[config.mk]
export PLATFORM = sky130hd
export DESIGN_NAME = pipe_hazard_ctrl
export DESIGN_NICKNAME = d
export VERILOG_FILES = /design/src/rtl/pipe_hazard_ctrl.sv
export SDC_FILE = /design/constraint.sdc
export NUM_CORES = 1
export LEC_CHECK = 0
export ABC_AREA = 1
export CAP_MARGIN = 20
export CORE_UTILIZATION = 55
export CTS_CLUSTER_SIZE = 8
export DETAILED_ROUTE_END_ITERATION = 7
export GPL_ROUTABILITY_DRIVEN = 0
export MAX_ROUTING_LAYER = met4
export PLACE_DENSITY = 0.82
export SETUP_SLACK_MARGIN = 0.05
export SYNTH_ARGS = -nofsm -noshare
export SYNTH_HDL_FRONTEND = slang
export SYNTH_SLANG_ARGS = --single-unit
[constraint.sdc]
create_clock -name clk -period 2.81 [get_ports clk]
set_clock_uncertainty 0.15 [all_clocks]
set_input_delay 0.281 -clock clk [delete_from_list [all_inputs] [get_ports clk]]
set_output_delay 0.281 -clock clk [all_outputs]
set_load 0.005 [all_outputs]
[src/rtl/pipe_hazard_ctrl.sv]
// Decode-side sequencing controller: register scoreboard, RAW/WAW stall, redirect flush,
// memory freeze and halt drain. Define PIPE_HAZARD_STALL_COUNT_EN to add the stall_cycles counter.
module pipe_hazard_ctrl #(
    parameter int unsigned NUM_REGS     = 16,
    parameter int unsigned REG_AW       = 4,
    parameter int unsigned LOAD_LAT     = 2,
    parameter int unsigned MUL_LAT      = 4,
    parameter int unsigned FLUSH_CYCLES = 1
) (
    input  logic                clk,
    input  logic                rst,
    input  logic                dec_valid,
    input  logic [REG_AW-1:0]   dec_rs,
    input  logic [REG_AW-1:0]   dec_rq,
    input  logic                dec_rs_used,
    input  logic                dec_rq_used,
    input  logic [REG_AW-1:0]   dec_rd,
    input  logic                dec_rd_write,
    input  logic [1:0]          dec_lat,
    input  logic                dec_halt,
    input  logic                ex_redirect,
    input  logic                mem_busy,
    output logic                pc_stall,
    output logic                dec_stall,
    output logic                dec_flush,
    output logic                ex_bubble,
    output logic                issue,
    output logic                halted,
`ifdef PIPE_HAZARD_STALL_COUNT_EN
    output logic [31:0]         stall_cycles,
`endif
    output logic [NUM_REGS-1:0] busy_mask
);

    localparam int unsigned CW = $clog2(MUL_LAT);
    localparam int unsigned FW = $clog2(FLUSH_CYCLES + 1);

    typedef enum logic [1:0] {RUN, FLUSH, DRAIN, HALTED} state_t;

    state_t          state_q, state_d;
    logic [CW-1:0]   cnt_q [NUM_REGS];
    logic [CW-1:0]   cnt_d [NUM_REGS];
    logic [FW-1:0]   flush_cnt_q, flush_cnt_d;
    logic [CW-1:0]   load_val;
    logic            hazard;
    logic            all_zero;
    logic            freeze;
    logic            sb_write;
    logic            stall_inc;

    always_comb begin
        case (dec_lat)
            2'd1:    load_val = CW'(LOAD_LAT - 1);
            2'd2:    load_val = CW'(MUL_LAT - 1);
            default: load_val = '0;
        endcase
    end

    // WAW only stalls when the older write would land after the new one.
    always_comb begin
        hazard = dec_valid & ((dec_rs_used  & (cnt_q[dec_rs] != '0)) |
                              (dec_rq_used  & (cnt_q[dec_rq] != '0)) |
                              (dec_rd_write & (cnt_q[dec_rd] > load_val)));
    end

    always_comb begin
        all_zero = 1'b1;
        for (int unsigned i = 0; i < NUM_REGS; i++) begin
            busy_mask[i] = (cnt_q[i] != '0);
            if (cnt_q[i] != '0) all_zero = 1'b0;
        end
    end

    always_comb begin
        state_d     = state_q;
        flush_cnt_d = flush_cnt_q;
        pc_stall    = 1'b0;
        dec_stall   = 1'b0;
        dec_flush   = 1'b0;
        ex_bubble   = 1'b0;
        issue       = 1'b0;
        halted      = 1'b0;
        freeze      = 1'b0;
        sb_write    = 1'b0;
        stall_inc   = 1'b0;
        if (rst) begin
            freeze = 1'b0;
        end else if (mem_busy && state_q != HALTED) begin
            pc_stall  = 1'b1;
            dec_stall = 1'b1;
            freeze    = 1'b1;
            stall_inc = (state_q == RUN);
        end else begin
            case (state_q)
                RUN: begin
                    if (ex_redirect) begin
                        dec_flush   = 1'b1;
                        ex_bubble   = 1'b1;
                        state_d     = FLUSH;
                        flush_cnt_d = FW'(FLUSH_CYCLES);
                    end else if (hazard) begin
                        pc_stall  = 1'b1;
                        dec_stall = 1'b1;
                        ex_bubble = 1'b1;
                        stall_inc = 1'b1;
                    end else if (!dec_valid) begin
                        ex_bubble = 1'b1;
                    end else begin
                        issue    = 1'b1;
                        sb_write = dec_rd_write && (load_val != '0);
                        if (dec_halt) begin
                            pc_stall = 1'b1;
                            state_d  = DRAIN;
                        end
                    end
                end
                FLUSH: begin
                    dec_flush = 1'b1;
                    ex_bubble = 1'b1;
                    if (flush_cnt_q != '0) flush_cnt_d = flush_cnt_q - FW'(1);
                    if (flush_cnt_q <= FW'(1)) state_d = RUN;
                end
                DRAIN: begin
                    pc_stall  = 1'b1;
                    dec_stall = 1'b1;
                    ex_bubble = 1'b1;
                    if (all_zero) state_d = HALTED;
                end
                default: begin
                    pc_stall  = 1'b1;
                    dec_stall = 1'b1;
                    ex_bubble = 1'b1;
                    halted    = 1'b1;
                end
            endcase
        end
    end

    always_comb begin
        for (int unsigned i = 0; i < NUM_REGS; i++) begin
            cnt_d[i] = cnt_q[i];
            if (!freeze && cnt_q[i] != '0) cnt_d[i] = cnt_q[i] - CW'(1);
            if (sb_write && dec_rd == REG_AW'(i)) cnt_d[i] = load_val;
        end
    end

    always_ff @(posedge clk) begin
        if (rst) begin
            state_q     <= RUN;
            flush_cnt_q <= '0;
            for (int unsigned i = 0; i < NUM_REGS; i++) cnt_q[i] <= '0;
        end else begin
            state_q     <= state_d;
            flush_cnt_q <= flush_cnt_d;
            for (int unsigned i = 0; i < NUM_REGS; i++) cnt_q[i] <= cnt_d[i];
        end
    end

`ifdef PIPE_HAZARD_STALL_COUNT_EN
    logic [31:0] stall_cycles_q, stall_cycles_d;

    always_comb begin
        stall_cycles_d = stall_cycles_q;
        if (stall_inc && stall_cycles_q != '1) stall_cycles_d = stall_cycles_q + 32'd1;
    end

    always_ff @(posedge clk) begin
        if (rst) stall_cycles_q <= '0;
        else     stall_cycles_q <= stall_cycles_d;
    end

    assign stall_cycles = stall_cycles_q;
`else
    logic unused_stall_inc;
    assign unused_stall_inc = stall_inc;
`endif

endmodule

[Word level (Yosys, flattened, before mapping)]
Memories as Yosys holds them, arrays and structs flattened.
Index checks and enable logic that the tools add are counted.
Word-level totals
  register bits: 3
  memory bits (writable): 32
  output and inout port bits: 22
  logic and storage cells: 249
  memories kept: 1
Memory list
  cnt_q: words 16, bits a word 2, rd ports 19, clocked after Yosys merged registers in 0, write ports 16, line 41  | logic [CW-1:0] cnt_q [NUM_REGS];
Cells by class
  $add $sub $neg: 17
  magnitude comparators: 2
  eq/ne operators: 26
  multiplexer cells: 117
  bitwise operators: 23
  reduce and logical (&&, ||, !) cells: 61
Operators with widths (count)
  2-bit two-way mux: 54
  1-bit two-way mux: 57
  2-bit nonzero test: 20
  1-bit logical AND: 34
  4-bit == test, second input constant: 8
  2-bit by 1-bit subtractor with 2-bit output, second input constant: 16
  1-bit bitwise OR: 18
  4-bit by 3-bit == test with 1-bit output, second input constant: 4
  3-bit inequality test, second input constant: 3
  4-bit by 2-bit == test with 1-bit output, second input constant: 2
  2-bit inequality test, second input constant: 4
  1-bit case mux with 2 select lines: 4
  7-bit AND reduction: 1
  2-bit case mux with 3 select lines: 1
  1-bit bitwise AND: 4
  2-bit by 1-bit == test with 1-bit output, second input constant: 2
  2-bit == test, second input constant: 2
  4-bit by 1-bit == test with 1-bit output, second input constant: 1
  4-bit logical NOT: 1
  2-bit case mux with 2 select lines: 1
  3-bit AND reduction: 1
  3-bit nonzero test: 1
  3-bit OR reduction: 1
  2-bit greater-than comparator: 1
  other kinds (5): 5

[Depth between registers and ports, before layout]
  depth in word-level cells: 19
  mapped depth: 17
  depth with buffers taken out: 16

[Least setup slack after synthesis]
No wires, ideal clock.
  kind: input-to-output
  start: input port dec_lat[0]
  end: output port ex_bubble
  data arrival time: 2.192 ns
  slack: 0.187 ns
  stages on the path: 13
  path buffers: 3
  path through: inv_1 ha_1 clkbuf_1 clkbuf_1 inv_1 ha_1 inv_1 nor2_1 o21ai_0 nand3_4 nor2_8 buf_12 nor2_1
Between the ends
  cells in the longest elaborated chain, start to end: 11
RTL lines
  start, declared: line 19  | input logic [1:0] dec_lat,
  2-bit == test / 2-bit by 1-bit == test with 1-bit output (equally long branches): line 52  | case (dec_lat)
  2-bit case mux with 2 select lines *: line 52
  2-bit greater-than comparator *: line 63  | (dec_rd_write & (cnt_q[dec_rd] > load_val)));
  1-bit bitwise AND *: line 63
  1-bit bitwise OR *: line 62  | (dec_rq_used & (cnt_q[dec_rq] != '0)) |
  1-bit bitwise AND *: line 61  | hazard = dec_valid & ((dec_rs_used & (cnt_q[dec_rs] != '0)) |
  1-bit two-way mux *: line 101  | end else if (hazard) begin
  1-bit two-way mux *: line 96  | if (ex_redirect) begin
  1-bit two-way mux *: line 94  | case (state_q)
  1-bit two-way mux *: line 88  | end else if (mem_busy && state_q != HALTED) begin
  1-bit two-way mux *: line 86  | if (rst) begin
  end, declared: line 26  | output logic ex_bubble,
Every way passes the cells marked *; elsewhere a longest branch is shown, timed or not.

[Worst setup path after layout]
  start: input port dec_rd[1]
  end: output port dec_stall
Between the ends
  cells in the longest elaborated chain, start to end: 10
RTL lines
  start, declared: line 17  | input logic [REG_AW-1:0] dec_rd,
  memory 16 x 2 bit
  2-bit greater-than comparator: line 63
  1-bit bitwise AND: line 63
  1-bit bitwise OR: line 62
  1-bit bitwise AND: line 61
  1-bit two-way mux: line 101
  1-bit two-way mux: line 96
  1-bit case mux with 2 select lines: line 94
  1-bit two-way mux: line 88
  1-bit two-way mux: line 86
  end, declared: line 24  | output logic dec_stall,
No other way between the ends.

==> impl_metrics.ini <==
[power_and_ir_drop]
swShare_pct = 44.32
combPwrFrac_pct = 70.3
power.leakage_nw = 2.191
ir_drop_mv = 0.5115
power_density_mw_per_mm2 = 928.5
p_clk_share_pct = 9.8
p_total_mw = 3.995
p_int_mw = 2.225
power_frac_seq_pct = 19.9
switchingPower_mw = 1.771

[die]
ios = 45
rows = 27
core_area_mm2 = 0.005507
die_h_um = 77.49
dieArea_mm2 = 0.006005
die_w_um = 77.49
start_util_pct = 56.92

[global_route]
grt.total_usage_pct = 36.23
first_global_vias = 3470
grt_pass1_wl_um = 16590
grt-ovfl-total = 0
antenna_found_initial = 0
grt_max_degree = 19

[sta]
fmax_mhz = 360.7
slew_headroom_pct = 50.65
tns_ns = 0
rsz0062_at_grt = true
finalCriticalPeriod_ns = 2.772
slew_violations = 0
setup_viol_count_final = 0
hold_ws_ns = 0.4333
layout_setup_ws_ns = 0.03771
timing_hold_violations_final = 0
min_period_over_period_pct = 98.66
worstMarginPinSlew_ns = 0.7384

[synthesis]
synth_seq_area_share_pct = 21.72
yosysTopAreaCell = dfxtp_1
synth.avg_cell_area_um2 = 6.828
ys_top_cells_by_area = dfxtp_1 22%, nand2_1 11%, ha_1 9.6%, inv_1 9.0%, nand3_1 7.3%
synth.distinct_cells = 32
synth_top_area_share_pct = 21.72
synth_seq_cells = 34
synth_warnings = 0
netlist_instances = 459
syn_nets = 506
syn_area_mm2 = 0.003134

[routing]
drc = 0
wl_um = 10880
wl_per_cell_um = 17.02
ant_nets = 0
drtIter0Drc = 462
wl_met3_um = 1168
drt-met1-wl_um = 4143
vias = 3764
top_layer = met4
first_pass_iters = 6
vias_per_cell = 5.890
route.met2.wl_um = 4932

[clocking]
cts.sinks = 34
worstSkewPairLatency_ns = 0.29
cts_tree = done
clock_path_buffers = 2
cts_buffers = 5
htreeDepth = 2
worst_setup_hold_path_clk_slew_ns = 0.08
ctsHoldBuffers = 0
cts_root_buffer = clkbuf_8

[setup_path]
r2r_start = cnt_q[14][1]
rr_worst_depth = 16
path_class = input pin to output port
critical_path_required_ns = 2.38
crit_fanout = 5
end_kind = output port
rrSetupSlack_ns = 0.22
cp_data_arrival_time_ns = 2.34
rr_endpoint = cnt_q[0][1]
cp-start-kind = input pin

[run_status]
status = finished, final reports clean

[finish]
layout.area.seq_um2 = 688.2
fill_cells = 364
multiInputGateArea_mm2 = 0.002158
finish.net_count = 613
antenna_cells = 0
drive_above_1_share_pct = 26.28
syn2layout_area_growth_pct = 37.29

[run]
drv_cap = 0

[place]
dpl_worst_slack_ns = -0.8803
port_buffers = 44
dp_hpwl_um = 7557

[worst_hold_path]
hold_path_end = cnt_q[9][0]
hp-start = cnt_q[9][0]
hold_class = register to register
min_path_cells = 2
[cells in the mapped netlist]
master / instances
inv_2: 2
o21ai_0: 8
a21oi_1: 24
buf_12: 1
nand2_1: 89
buf_2: 2
ha_1: 24
nand3_1: 46
o221ai_1: 2
clkbuf_1: 7
nand4_4: 9
buf_4: 2
or2_2: 1
nor2_8: 1
xor2_1: 16
mux2_2: 16
nor3_1: 1
nor2_1: 61
nand4_1: 9
clkinv_1: 1
dfxtp_1: 34
nand3_2: 2
buf_6: 2
clkinv_4: 2
nor4_1: 4
inv_1: 75
o22ai_1: 12
nand3_4: 1
a311o_1: 1
a221oi_1: 1
nand3b_1: 1
a22oi_1: 2
[logic make-up after synthesis]
| logic type | after synthesis | synth area share (%) |
|---|---|---|
| AND/OR/NAND/NOR | 225 | 36.45 |
| buffers and inverters | 94 | 12.89 |
| AO/OA/AOI/OAI | 50 | 9.142 |
| flip-flops | 34 | 21.72 |
| adder cells (fa/ha/maj) | 24 | 9.581 |
| XOR/XNOR | 16 | 4.471 |
| multiplexers | 16 | 5.748 |
[power groups by stage]
stage / registers, mW / logic [mW] / clock network [mW]
2_1_floorplan: 0.764 / 1.55 / 0
3_3_place_gp: 0.771 / 2.50 / 0
3_5_place_dp: 0.784 / 2.59 / 0
4_1_cts: 0.782 / 2.63 / 0.393
5_1_grt: 0.806 / 3.06 / 0.420
6_report: 0.793 / 2.81 / 0.393
[critical path, stage by stage]
cell and delay (ns):
buf_2 0.14, inv_2 0.08, nor2_4 0.15, clkinv_2 0.16, o22ai_1 0.23, o21ai_2 0.11, nand2_1 0.09, a221oi_2 0.04
ha_1 0.30, a21oi_2 0.14, o21ai_2 0.08, nand3_4 0.13, buf_6 0.12, nand2_4 0.04, a21oi_2 0.11, buf_2 0.12
[final cells by class]
type,count,share of cell area [%]
Multi-Input combinational cell,332,50.16
Timing Repair Buffer,112,22.27
Sequential cell,34,15.99
Inverter,80,7.240
Tap cell,72,2.094
Clock buffer,7,2.006
Clock inverter,1,0.1163
Timing Repair inverter,1,0.1163
[cell usage in the layout (no fill, tap or decap), types with 6 or more instances in the layout]
cell	netlist	layout
nand4_4	9	9
nand4_1	9	9
nand3_1	46	46
mux2_2	16	16
dfxtp_2	0	6
clkdlybuf4s50_1	0	36
buf_4	2	64
inv_1	75	67
xor2_1	16	16
o21ai_1	0	6
inv_2	2	10
a21oi_1	24	22
nor2_1	61	58
dfxtp_1	34	28
o22ai_1	12	8
ha_1	24	23
nand2_1	89	86
clkbuf_8	0	6
[state kept, by name (all words and copies together) (netlist names)]
register	cells
cnt_q	32
state_q	2
[worst max-delay path by stage]
| stage | startpoint | endpoint | slack [ns] | cells past startpoint |
|---|---|---|---|---|
| 4_1_cts | cnt_q[14][1] | pc_stall | 0.06 | 12 |
| 3_3_place_gp | dec_rd[1] | pc_stall | -0.70 | 15 |
| 5_1_grt | dec_rd[1] | dec_stall | -0.08 | 16 |
| 6_report | dec_rd[1] | dec_stall | 0.04 | 16 |
| 3_5_place_dp | dec_rd[1] | pc_stall | -0.88 | 15 |
| 2_1_floorplan | dec_lat[0] | ex_bubble | 0.19 | 13 |
[per-layer routing]
metal / vias up / GRT usage, %
met5: - / -
met4: 0 / 15.85
met3: 83 / 8.824
met2: 261 / 59.73
met1: 1703 / 41.63
li1: 1717 / -
[timing repair]
action	CTS	global route
endpoints found under the hold margin	0	0
gates resized for setup	45	26
setup endpoints to repair	38	20
setup buffers	3	3
pin swaps	9	11
gates cloned	2	0
[per-stage QoR]
stage | utilization, % | std cells | area [um^2]
2_1_floorplan | - | 459 | 3134
3_3_place_gp | 73.98 | 624 | 4074
3_5_place_dp | 73.98 | 624 | 4074
4_1_cts | 76.57 | 636 | 4217
5_1_grt | 78.14 | 639 | 4303
6_report | 78.14 | 639 | 4303
Note: power is estimated with default switching activity, not from simulation.
==> variant, RTL diff (same settings) <==
The 4 states of `state_t` get a Gray code encoding in 2 bits.
--- a/src/rtl/pipe_hazard_ctrl.sv
+++ b/src/rtl/pipe_hazard_ctrl.sv
@@ -35,7 +35,7 @@
     localparam int unsigned CW = $clog2(MUL_LAT);
     localparam int unsigned FW = $clog2(FLUSH_CYCLES + 1);
 
-    typedef enum logic [1:0] {RUN, FLUSH, DRAIN, HALTED} state_t;
+    typedef enum logic [1:0] {RUN = 2'b00, FLUSH = 2'b01, DRAIN = 2'b11, HALTED = 2'b10} state_t;
 
     state_t          state_q, state_d;
     logic [CW-1:0]   cnt_q [NUM_REGS];
Formal check against the unedited RTL: same outputs for any inputs over 4 cycles, from zero or initial values and one cycle with rst high; so few cycles prove little.
==> variant against the original RTL <==
  * The run now ends with design-rule violations, negative setup slack left
  * Setup slack lost 0.54 ns
  * Design area down 0.93%
  * Sequential cell count stayed put
  * Non-clock buffer count rose by 11
  * Total power is 15% higher
  * Final cell count unchanged
  * Routed wire length up 20%
  * Die area fell by 3.4%
  * Area after synthesis is 3.4% lower
==> variant: results (changes against the original RTL) <==
\begin{tabular}{lr}
\hline
Metric & Value \\
\hline
\multicolumn{2}{l}{\textbf{Place}} \\
\quad HPWL reported at the end of detailed placement & 7450 um (was 7560 um) \\
\multicolumn{2}{l}{\textbf{STA}} \\
\quad Slew margin rel. & 0.602 (was 0.507) \\
\quad Worst-case setup margin in the final layout & -0.502 ns (was 0.0377 ns) \\
\quad Final setup violation count & 36 (was 0) \\
\multicolumn{2}{l}{\textbf{Routing}} \\
\quad Via total after detailed routing & 4177 (was 3764) \\
\quad Drt initial violations & 832 (was 462) \\
\quad DRC violation count after routing & 13 (was 0) \\
\quad Number of iterations in the first detailed-routing pass & 8 (was 6) \\
\multicolumn{2}{l}{\textbf{Final layout}} \\
\quad Share of layout cells above drive strength 1 & 0.271 (was 0.263) \\
\multicolumn{2}{l}{\textbf{Status}} \\
\quad Violated checks & design-rule violations, negative setup slack \\
\quad Outcome & finished, violations left (was complete, no violations) \\
\multicolumn{2}{l}{\textbf{Global route}} \\
\quad Global router's overall resource usage & 0.397 (was 0.362) \\
\quad Global routing met3 resource utilization & 0.0910 (was 0.0882) \\
\quad Vias in the first global route & 3717 (was 3470) \\
\quad Met1 track demand over resource in global routing & 0.441 (was 0.416) \\
\quad Wire length of the first global-routing pass & 17500 um (was 16600 um) \\
\quad Maximum number of pins on one net before global-route repair & 18 (was 19) \\
\multicolumn{2}{l}{\textbf{Logic synthesis}} \\
\quad Post-synthesis average cell area & 6.71 sq um (was 6.83 sq um) \\
\quad Post-synthesis net count & 493 (was 506) \\
\quad Commonest cells post-synth & nand2\_1, inv\_1, nor2\_1, nand3\_1, dfxtp\_1 (unchanged) \\
\quad Register area share after synthesis & 0.225 (was 0.217) \\
\multicolumn{2}{l}{\textbf{Min path}} \\
\quad Worst-case hold path end point & cnt\_q[12][0]\$\_SDFFE\_PP0P\_ (was cnt\_q[9][0]\$\_SDFFE\_PP0P\_) \\
\quad Worst Min Path Start & cnt\_q[12][0]\$\_SDFFE\_PP0P\_ (was cnt\_q[9][0]\$\_SDFFE\_PP0P\_) \\
\multicolumn{2}{l}{\textbf{Worst setup path}} \\
\quad Maximum fanout along the worst path & 3 (was 5) \\
\quad Worst r2r path cells & 14 (was 16) \\
\quad Capture point of the critical path & pc\_stall (was dec\_stall) \\
\quad Reg-to-reg endpoint & cnt\_q[10][1]\$\_SDFFE\_PP0P\_ (was cnt\_q[0][1]\$\_SDFFE\_PP0P\_) \\
\quad Critical path startpoint & cnt\_q[10][0]\$\_SDFFE\_PP0P\_ (was dec\_rd[1]) \\
\multicolumn{2}{l}{\textbf{Power}} \\
\quad Maximum resistive drop on vdd & 0.000653 V (was 0.000512 V) \\
\hline
\end{tabular}
-- variant: kinds of logic after synthesis --
family | after synthesis | synth area share
multiplexers | 16 | 0.0595
XOR/XNOR | 16 | 0.0463
AND/OR/NAND/NOR | 230 | 0.369
adder cells (fa/ha/maj) | 19 | 0.0785
buffers and inverters | 91 | 0.136
AO/OA/AOI/OAI | 45 | 0.0860
flip-flops | 34 | 0.225
-- variant: repair_timing --
| action | 4_1_cts | 5_1_grt |
|---|---|---|
| hold endpoints to repair | 0 | 0 |
| gates resized for setup | 43 | 31 |
| cloned | 1 | 0 |
| pin swaps | 10 | 15 |
| setup endpoints to repair | 38 | 25 |
| buffers inserted | 8 | 8 |
-- variant: critical path: stages, from the launching register on --
cell      delay (ns)
dfxtp_1         0.35
a22oi_2         0.14
o221ai_1        0.21
a221oi_2        0.50
ha_1            0.33
a21oi_2         0.16
o21ai_2         0.10
nand3_4         0.12
buf_6           0.12
nand2_2         0.05
nand2_1         0.07
nand2_1         0.07
a31oi_1         0.21
buf_2           0.15
-- variant: per-stage QoR --
step	setup TNS, ns	hold WS [ns]	power [mW]	instance area [sq um]
after global placement	-19.94	0.396	3.61	3920
after CTS	-0.0824	0.427	4.19	4110
after floorplan	0	0.324	2.47	3030
after detailed placement	-26.05	0.409	3.73	3920
after global routing	-10.85	0.467	4.84	4260
final	-5.29	0.426	4.59	4260
-- variant: area by class of cell --
cell class	instances	area, sq um
tap	70	87.6
timing repair inverter	1	3.75
inverter	77	305
clock buffer	7	86.3
multi-input combinational	326	2040
fill	303	942
clock inverter	1	5.00
sequential	34	684
timing repair buffer	123	1050
-- variant: per-layer routing --
layer  vias up  routed length [um]
met3       207                2000
met5         -                   0
met1      1816                4310
met2       438                5350
li1       1716                   -
met4         0                1400
